<file path="src/rtl/muldiv_unit_if.sv">
// muldiv_unit_if: request/result bundle for the HI/LO multiply-divide unit.
// master drives requests, slave returns status and HI/LO.
interface muldiv_unit_if;
    logic        start;
    logic [2:0]  op;
    logic [31:0] src_a;
    logic [31:0] src_b;
    logic        busy;
    logic        done;
    logic        div_by_zero;
    logic [31:0] hi;
    logic [31:0] lo;

    modport master (
        output start, op, src_a, src_b,
        input  busy, done, div_by_zero, hi, lo
    );

    modport slave (
        input  start, op, src_a, src_b,
        output busy, done, div_by_zero, hi, lo
    );
endinterface

</file>
<file path="src/rtl/muldiv_unit.sv">
// muldiv_unit: iterative 32-bit MUL/DIV with architectural HI/LO.
// One shift-add / restoring shift-subtract step per cycle, then a sign fix.
module muldiv_unit (
    input  logic         clk,
    input  logic         reset_n,
    muldiv_unit_if.slave bus
);

    typedef enum logic [1:0] {
        S_IDLE,
        S_MUL,
        S_DIV,
        S_FIX
    } state_t;

    state_t      r_state;
    state_t      w_next;

    logic [5:0]  r_cnt;
    logic [63:0] r_acc;
    logic [31:0] r_opb;
    logic [31:0] r_src_a;
    logic        r_is_div;
    logic        r_neg_q;
    logic        r_neg_r;
    logic        r_dbz;
    logic [31:0] r_hi;
    logic [31:0] r_lo;
    logic        r_done;
    logic        r_dz;

    logic        w_idle;
    logic        w_md_go;
    logic        w_mthi;
    logic        w_mtlo;
    logic        w_sgn;
    logic [31:0] w_abs_a;
    logic [31:0] w_abs_b;
    logic [32:0] w_mul_sum;
    logic [63:0] w_mul_next;
    logic [32:0] w_div_sh;
    logic        w_div_ok;
    logic [31:0] w_div_rem;
    logic [63:0] w_div_next;
    logic [63:0] w_prod;
    logic [31:0] w_quo;
    logic [31:0] w_rem;
    logic [31:0] w_fix_hi;
    logic [31:0] w_fix_lo;

    // decode the request and prepare unsigned operand magnitudes
    always_comb begin
        w_idle  = (r_state == S_IDLE);
        w_md_go = 1'b0;
        w_mthi  = 1'b0;
        w_mtlo  = 1'b0;
        if (w_idle && bus.start) begin
            unique case (1'b1)
                !bus.op[2]:                w_md_go = 1'b1;
                bus.op == 3'b100:          w_mthi  = 1'b1;
                bus.op == 3'b101:          w_mtlo  = 1'b1;
                default:                   w_md_go = 1'b0;
            endcase
        end
        w_sgn   = bus.op[0];
        w_abs_a = (w_sgn && bus.src_a[31]) ? (~bus.src_a + 32'd1)
                                           : bus.src_a;
        w_abs_b = (w_sgn && bus.src_b[31]) ? (~bus.src_b + 32'd1)
                                           : bus.src_b;
    end

    // single iteration step for both the multiplier and the divider
    always_comb begin
        w_mul_sum  = {1'b0, r_acc[63:32]}
                   + {1'b0, (r_acc[0] ? r_opb : 32'd0)};
        w_mul_next = {w_mul_sum, r_acc[31:1]};
        w_div_sh   = r_acc[63:31];
        w_div_ok   = (w_div_sh >= {1'b0, r_opb});
        w_div_rem  = w_div_sh[31:0] - r_opb;
        w_div_next = {(w_div_ok ? w_div_rem : w_div_sh[31:0]),
                      r_acc[30:0], w_div_ok};
    end

    // sign correction and divide-by-zero override for the final write
    always_comb begin
        w_prod = r_neg_q ? (~r_acc + 64'd1) : r_acc;
        w_quo  = r_neg_q ? (~r_acc[31:0] + 32'd1) : r_acc[31:0];
        w_rem  = r_neg_r ? (~r_acc[63:32] + 32'd1) : r_acc[63:32];
        if (!r_is_div) begin
            w_fix_hi = w_prod[63:32];
            w_fix_lo = w_prod[31:0];
        end else if (r_dbz) begin
            w_fix_hi = r_src_a;
            w_fix_lo = 32'hFFFF_FFFF;
        end else begin
            w_fix_hi = w_rem;
            w_fix_lo = w_quo;
        end
    end

    // FSM next-state: 32 iteration edges, then one fix edge
    always_comb begin
        w_next = r_state;
        unique case (r_state)
            S_IDLE: begin
                if (w_md_go)
                    w_next = bus.op[1] ? S_DIV : S_MUL;
            end
            S_MUL, S_DIV: begin
                if (r_cnt == 6'd31)
                    w_next = S_FIX;
            end
            S_FIX: begin
                w_next = S_IDLE;
            end
            default: begin
                w_next = S_IDLE;
            end
        endcase
    end

    // FSM state register
    always_ff @(posedge clk or negedge reset_n) begin
        if (!reset_n)
            r_state <= S_IDLE;
        else
            r_state <= w_next;
    end

    // operand capture, iteration shadow registers and HI/LO update
    always_ff @(posedge clk or negedge reset_n) begin
        if (!reset_n) begin
            r_cnt    <= 6'd0;
            r_acc    <= 64'd0;
            r_opb    <= 32'd0;
            r_src_a  <= 32'd0;
            r_is_div <= 1'b0;
            r_neg_q  <= 1'b0;
            r_neg_r  <= 1'b0;
            r_dbz    <= 1'b0;
            r_hi     <= 32'd0;
            r_lo     <= 32'd0;
            r_done   <= 1'b0;
            r_dz     <= 1'b0;
        end else begin
            r_done <= 1'b0;
            r_dz   <= 1'b0;
            if (w_md_go) begin
                r_cnt    <= 6'd0;
                r_acc    <= {32'd0, (bus.op[1] ? w_abs_a : w_abs_b)};
                r_opb    <= bus.op[1] ? w_abs_b : w_abs_a;
                r_src_a  <= bus.src_a;
                r_is_div <= bus.op[1];
                r_neg_q  <= w_sgn & (bus.src_a[31] ^ bus.src_b[31]);
                r_neg_r  <= w_sgn & bus.src_a[31];
                r_dbz    <= bus.op[1] & (bus.src_b == 32'd0);
            end
            if (w_mthi)
                r_hi <= bus.src_a;
            if (w_mtlo)
                r_lo <= bus.src_a;
            if (r_state == S_MUL) begin
                r_acc <= w_mul_next;
                r_cnt <= r_cnt + 6'd1;
            end
            if (r_state == S_DIV) begin
                r_acc <= w_div_next;
                r_cnt <= r_cnt + 6'd1;
            end
            if (r_state == S_FIX) begin
                r_hi   <= w_fix_hi;
                r_lo   <= w_fix_lo;
                r_done <= 1'b1;
                r_dz   <= r_is_div & r_dbz;
            end
        end
    end

    assign bus.busy        = (r_state != S_IDLE);
    assign bus.done        = r_done;
    assign bus.div_by_zero = r_dz;
    assign bus.hi          = r_hi;
    assign bus.lo          = r_lo;

endmodule

</file>
<file path="src/flat_wrapper.sv">
// flat-port wrapper written by rule: the top's interface ports become plain ports
module muldiv_unit_flat 
  (clk, reset_n, bus_start, bus_op, bus_src_a, bus_src_b, bus_busy, bus_done, bus_div_by_zero, bus_hi, bus_lo);
  muldiv_unit_if bus_i ();
  input  logic clk;
  input  logic reset_n;
  input wire logic [$bits(bus_i.start)-1:0] bus_start;
  input wire logic [$bits(bus_i.op)-1:0] bus_op;
  input wire logic [$bits(bus_i.src_a)-1:0] bus_src_a;
  input wire logic [$bits(bus_i.src_b)-1:0] bus_src_b;
  output wire logic [$bits(bus_i.busy)-1:0] bus_busy;
  output wire logic [$bits(bus_i.done)-1:0] bus_done;
  output wire logic [$bits(bus_i.div_by_zero)-1:0] bus_div_by_zero;
  output wire logic [$bits(bus_i.hi)-1:0] bus_hi;
  output wire logic [$bits(bus_i.lo)-1:0] bus_lo;
  assign bus_i.start = bus_start;
  assign bus_i.op = bus_op;
  assign bus_i.src_a = bus_src_a;
  assign bus_i.src_b = bus_src_b;
  assign bus_busy = bus_i.busy;
  assign bus_done = bus_i.done;
  assign bus_div_by_zero = bus_i.div_by_zero;
  assign bus_hi = bus_i.hi;
  assign bus_lo = bus_i.lo;
  muldiv_unit u_core (.clk(clk), .reset_n(reset_n), .bus(bus_i));
endmodule
</file>
<file path="config.mk">
export PLATFORM = sky130hd
export DESIGN_NAME = muldiv_unit_flat
export DESIGN_NICKNAME = d
export VERILOG_FILES = /design/src/rtl/muldiv_unit_if.sv /design/src/rtl/muldiv_unit.sv /design/src/flat_wrapper.sv
export SDC_FILE = /design/constraint.sdc
export NUM_CORES = 1
export LEC_CHECK = 0
export ABC_AREA = 1
export BUFFER_PORTS_ARGS = -buffer_cell sky130_fd_sc_hd__buf_2
export CORE_AREA = 4 4 241 243
export DETAILED_ROUTE_END_ITERATION = 12
export DIE_AREA = 0 0 245 247
export GPL_ROUTABILITY_DRIVEN = 0
export PLACE_DENSITY_LB_ADDON = 0.08
export SLEW_MARGIN = 5
export SYNTH_ARGS = -nofsm -noshare
export SYNTH_HDL_FRONTEND = slang
export SYNTH_SLANG_ARGS = --single-unit
</file>
<file path="constraint.sdc">
create_clock -name clk -period 3.3 [get_ports clk]
set_input_delay 0.66 -clock clk [delete_from_list [all_inputs] [get_ports clk]]
set_output_delay 0.66 -clock clk [all_outputs]
set_load 0.01 [all_outputs]
</file>
Word level (Yosys, flattened, before mapping)

Index checks and enable logic that the tools add are counted.

Register bits after elaboration: 206
Input port bits: 70
Output and inout port bits: 67
Word-level logic and storage cells: 86

Add/sub/neg operators: 8
Order comparisons: 1
Equal/unequal tests: 8
Multiplexer cells: 35
Bitwise logic cells: 10
Reductions and logical operators: 11

Operator list:

| cell                                                             | count |
|---|---|
| 32-bit two-way mux                                               | 16 |
| 64-bit two-way mux                                               | 4 |
| 32-bit by 1-bit adder with 32-bit output (second input constant) | 4 |
| 32-bit NOT                                                       | 4 |
| 64-bit by 1-bit adder with 64-bit output (second input constant) | 1 |
| 64-bit NOT                                                       | 1 |
| 32-bit by 32-bit adder with 33-bit output                        | 1 |
| 33-bit by 32-bit greater-or-equal comparator with 1-bit output   | 1 |
| 32-bit logical NOT                                               | 1 |
| 32-bit subtractor                                                | 1 |
| 6-bit two-way mux                                                | 3 |
| 1-bit two-way mux                                                | 8 |
| 6-bit by 1-bit adder with 6-bit output (second input constant)   | 1 |
| 3-bit == test (second input constant)                            | 2 |
| 6-bit by 5-bit == test with 1-bit output (second input constant) | 1 |
| 2-bit two-way mux                                                | 3 |
| 2-bit case mux with 3 select lines                               | 1 |
| 2-bit nonzero test                                               | 3 |
| 1-bit bitwise AND                                                | 4 |
| 2-bit == test (second input constant)                            | 2 |
| 1-bit logical AND                                                | 3 |
| 3-bit nonzero test                                               | 1 |
| 2-bit by 1-bit == test with 1-bit output (second input constant) | 1 |
| 2-bit logical NOT                                                | 1 |
| 5 further kinds                                                  | 5 |

Longest topological paths before layout

Depth after elaboration: 7
Gate-level depth with buffers: 19
Gate-level depth less buffers: 17

Least setup slack after synthesis

No wires, ideal clock.

Path type: register to register
Start: register u_core.r_acc[0]
End: register u_core.r_acc[59]
Library setup time: 0.125 ns
Data arrival time: 2.632 ns
Data required time: 3.175 ns
Path slack: 0.543 ns
Cell stages (with the launch flop): 18
Buffers on the path: 2
Period minus slack after synthesis: 2.757 ns
Path through: dfrtp_1 -> clkbuf_1 -> clkbuf_1 -> nand2_1 -> inv_1 -> ha_1 -> inv_1 -> fa_1 -> inv_1 -> nand2_1 -> o21ai_2 -> a21oi_1 -> o21ai_0 -> nand2_1 -> nand2_1 -> nand2_1 -> nand3_1 -> nand3_1

Word-level cells in the longest chain between the ends: 4

RTL lines:

| item                                      | RTL line           | source |
|---|---|---|
| from (decl)                               | muldiv_unit.sv:20  | `logic [63:0] r_acc;` |
| from (signal assigned)                    | muldiv_unit.sv:150 | `r_acc <= {32'd0, (bus.op[1] ? w_abs_a : w_abs_b)};` |
| from (signal assigned)                    | muldiv_unit.sv:163 | `r_acc <= w_mul_next;` |
| from (signal assigned)                    | muldiv_unit.sv:167 | `r_acc <= w_div_next;` |
| 32-bit two-way mux                        | muldiv_unit.sv:75  | `+ {1'b0, (r_acc[0] ? r_opb : 32'd0)};` |
| 32-bit by 32-bit adder with 33-bit output | muldiv_unit.sv:75  |  |
| 64-bit two-way mux                        | muldiv_unit.sv:162 | `if (r_state == S_MUL) begin` |
| 64-bit two-way mux                        | muldiv_unit.sv:166 | `if (r_state == S_DIV) begin` |

No other way between the ends.
A chain may end at the register's enable or synchronous reset.

Final worst setup path

Start: register u_core.r_opb[31]
End: register u_core.r_acc[39]

Word-level cells in the longest chain between the ends: 3

RTL lines:

| item                                                           | RTL line           | source |
|---|---|---|
| from (decl)                                                    | muldiv_unit.sv:21  | `logic [31:0] r_opb;` |
| from (signal assigned)                                         | muldiv_unit.sv:151 | `r_opb <= bus.op[1] ? w_abs_b : w_abs_a;` |
| 33-bit by 32-bit greater-or-equal comparator with 1-bit output | muldiv_unit.sv:78  | `w_div_ok = (w_div_sh >= {1'b0, r_opb});` |
| 32-bit two-way mux                                             | muldiv_unit.sv:80  | `w_div_next = {(w_div_ok ? w_div_rem : w_div_sh[31:0]),` |
| 64-bit two-way mux                                             | muldiv_unit.sv:166 |  |

No other way between the ends.

==> metrics <==
biggest cell delay along the critical path=between 300 and 400 ps; Final ANT Viol Nets=0; share of post-route cells with drive strength above 1=a little over a tenth; CTS buffer count=28; Synthesized Nets=3298; Post-CTS Setup Bufs=0; status=complete, no violations; DRC viols=0; Final Max Slew Viols=0; DP HPWL=~78 mm; most common cell after layout, fill and taps aside=nand2_1; Synth Area in Compound Gates=17.36%; pwr/cell area=approximately 1300 nW/um2; global-route wire length before repair=140.3 mm; post-synth design cell area=between 15000 and 20000 um2; die width=about 250 um; Final Cell Area=22200 um2; grt ovf=0; worst skew pair latency=approximately 620 ps; Post-synth EDFFs=0; Worst Tran Pin Value=~1100 ps; Max-slew headroom=around a quarter; Total Routing Usage GR=roughly 31%; library cells used by synthesis=58; placed cell area=21240 um2; largest net degree at the start of global routing=between 70 and 80; overall power=28.03 mW; ant diodes=0; PortBufs=about 140; Tmin final=3035 ps; Peak Freq=329.5 MHz; largest family of logic cells by synthesized area=simple AND/OR/NAND/NOR gates; core box area=55950 um2; Final Hold Viols=0; crit share post-route=between 90% and 100%; Initial Util=about a third; Cell Rows=87; area grow syn2layout=13.93%; WP data arrival=about 3500 ps; post-synthesis xor/xnor area fraction=~3.2%; # resized after CTS=0; WL/cell=approximately 24 um; I/O Pins=137; Syn Area/Cell=around 6.2 um2; CP max FO=23; vias in the first global route=~22000; Clk network pwr share=11.6%; CTS sink count=roughly 200; Critical Path Sink Type=register; CTS Root Cell=clkbuf_16; Min-Delay Path Class=input port to async pin; Post-Synth Adder-Cell Area=roughly 5.0%; most frequent cells in the layout=885 x nand2_1, 389 x nor2_1, 331 x inv_1; number of synthesized register bits=between 200 and 250; DRT iter0 DRCs=between 2000 and 3000; RSZ-0062 raised after global routing=false; DR vias/cell=roughly 5.7; sw frac=between 50% and 60%; R2R setup slack=approximately 260 ps; MaxCap Viol Count=0; Post-Synthesis Cells=between 3000 and 4000; critical path required time=roughly 3700 ps; Final #Nets=3426; TritonCTS clock tree=done; CP Launch Type=register; WS Path Type=register to register; hold bufs inserted after CTS=0; worst IR drop on VDD=around 1500 uV; leakage=between 10 and 15 nW; drt total wl=between 90 and 100 mm; initial antenna violation count=3; die height=approximately 250 um; router iterations before antenna repair=6; share of power burned in registers=19.3%; register area share after synthesis=a little over a quarter; Comb pwr share=69.1%; Post-Synth Simple-Gate Area=around two fifths; Most common cell on crit path=nand3_1; mux share of post-synthesis cell area=0%; Critical-path top delay cell=dfrtp_1; Clock Tree Buf Depth=3; sw power=16.23 mW; cell internal pwr=11.80 mW; vias=about 23000; H-tree Lvls=1; Clock Skews=59.69 ps; TNS Setup=0 ps; warnings from Yosys=0; Setup Viol. Count Final=0; crit-path cells=inv_1 -> ha_1 -> inv_1 -> nor2_1 -> nand3_1 -> nor3_2 -> nand2_1 -> nand3_1 -> nor2_2 -> nand2_4 -> buf_4 -> nand2_1 -> nand3_1 -> nand3_1; CTS clk-pin slew, worst paths=60 ps; Most used DFF post-synth=dfrtp_1; FFs w/ async S/R, synth=100.0%; full die area=around 61000 um2
per-layer routing:
metal  share of wire, %  track usage (%)
met1                 42            41.43
met2                 44            48.64
met3                8.1            5.422
met4                5.5            13.14
met5              0.010                0
state kept, by name, summed over array words and instances, names as in the netlist:
signal,cells
u_core.r_acc,64
u_core.r_is_div,1
u_core.r_cnt,6
u_core.r_dbz,1
u_core.r_opb,32
u_core.bus.lo,32
u_core.r_state,2
u_core.r_src_a,32
u_core.r_neg_r,1
u_core.bus.div_by_zero,1
u_core.r_neg_q,1
u_core.bus.done,1
u_core.bus.hi,32
worst paths after layout:
kind	start	end	cells after the start
setup / recovery	u_core.r_opb[31]	u_core.r_acc[39]	14
hold / removal	reset_n	u_core.r_src_a[19]	1
setup reg to reg	u_core.r_opb[31]	u_core.r_acc[39]	14
hold reg to reg	u_core.r_src_a[12]	u_core.r_src_a[12]	2
max in group asynchronous	reset_n	u_core.r_acc[46]	2
min in group clk	bus_src_b[6]	u_core.r_opb[6]	4
Yosys cell counts, types with 4 or more instances:
| cell type | number | area, um2 |
|---|---|---|
| o21ai_0 | 205 | 1026 |
| nand2_2 | 16 | 100.1 |
| xnor2_1 | 19 | 166.4 |
| nand3b_1 | 20 | 150.1 |
| nand3_1 | 327 | 1637 |
| nor3_1 | 25 | 125.1 |
| clkbuf_1 | 58 | 217.7 |
| inv_2 | 12 | 45.04 |
| nand3_2 | 5 | 50.05 |
| nor2_4 | 11 | 123.9 |
| o21ai_2 | 7 | 61.31 |
| o21a_1 | 4 | 30.03 |
| nand2_4 | 7 | 78.83 |
| xor2_1 | 53 | 464.2 |
| o21ai_1 | 17 | 85.08 |
| o221ai_1 | 22 | 192.7 |
| nor2_2 | 16 | 100.1 |
| ha_1 | 74 | 925.9 |
| a221oi_1 | 36 | 315.3 |
| a22oi_1 | 24 | 180.2 |
| clkinv_1 | 4 | 15.01 |
| a31oi_1 | 13 | 81.33 |
| or2_2 | 7 | 43.79 |
| nor2_1 | 390 | 1464 |
| buf_2 | 37 | 185.2 |
| nand2_1 | 885 | 3322 |
| and2_1 | 5 | 31.28 |
| o31ai_1 | 5 | 37.54 |
| o211ai_1 | 28 | 210.2 |
| a21oi_1 | 189 | 945.9 |
| buf_1 | 13 | 48.80 |
| nand4_1 | 35 | 219.0 |
| a21boi_0 | 5 | 37.54 |
| dfrtp_1 | 206 | 5155 |
| inv_1 | 331 | 1242 |
power by group through the flow:
| stage | clock network (mW) | logic [mW] | registers [mW] |
|---|---|---|---|
| 2_1_floorplan | 0 | 12.4 | 4.98 |
| 3_3_place_gp | 0 | 19.0 | 5.36 |
| 3_5_place_dp | 0 | 19.0 | 5.37 |
| 4_1_cts | 3.27 | 19.1 | 5.35 |
| 5_1_grt | 3.39 | 21.3 | 5.49 |
| 6_report | 3.26 | 19.4 | 5.41 |
stage by stage:
| stage | worst slack [ps] | util [%] | std cells | hold WS [ps] |
|---|---|---|---|---|
| finish | 264.9 | 39.68 | 4058 | 72.25 |
| detailed placement | 347.2 | 37.96 | 4006 | 472.6 |
| global route | 118.2 | 39.68 | 4058 | 125.7 |
| floorplan | 543.2 | - | 3152 | 364.4 |
| global placement | 323.3 | 37.96 | 4006 | 463.9 |
| CTS | 304.1 | 39.68 | 4058 | 80.78 |
critical path, delay by kind of cell, from the launching register on:
kind / cells / cell delay (ps)
fa+ha+maj: 1 / 330
buf+inv: 3 / 490
flops: 1 / 380
simple gates: 10 / 1640
kinds of logic (layout without fill, tap and decap cells):
| kind of cell | Yosys count | count (layout) |
|---|---|---|
| and+or+nand+nor | 1760 | 1760 |
| AOI/OAI and AO/OA | 576 | 576 |
| buffers and inverters | 462 | 612 |
| DFF | 206 | 206 |
| adders and majority gates | 76 | 76 |
| xor gates and xnor gates | 72 | 72 |
cell type report:
type                    count  area, um2
fillers                  6254      33750
multi-input cells        2484      12530
flip-flops and latches    206       5156
repair buffers            213       1306
inverters                 347       1303
well taps                 756      945.9
clock buffers              38      778.2
clock inverters            14      183.9
No activity file was read; power rests on OpenSTA's default activity.
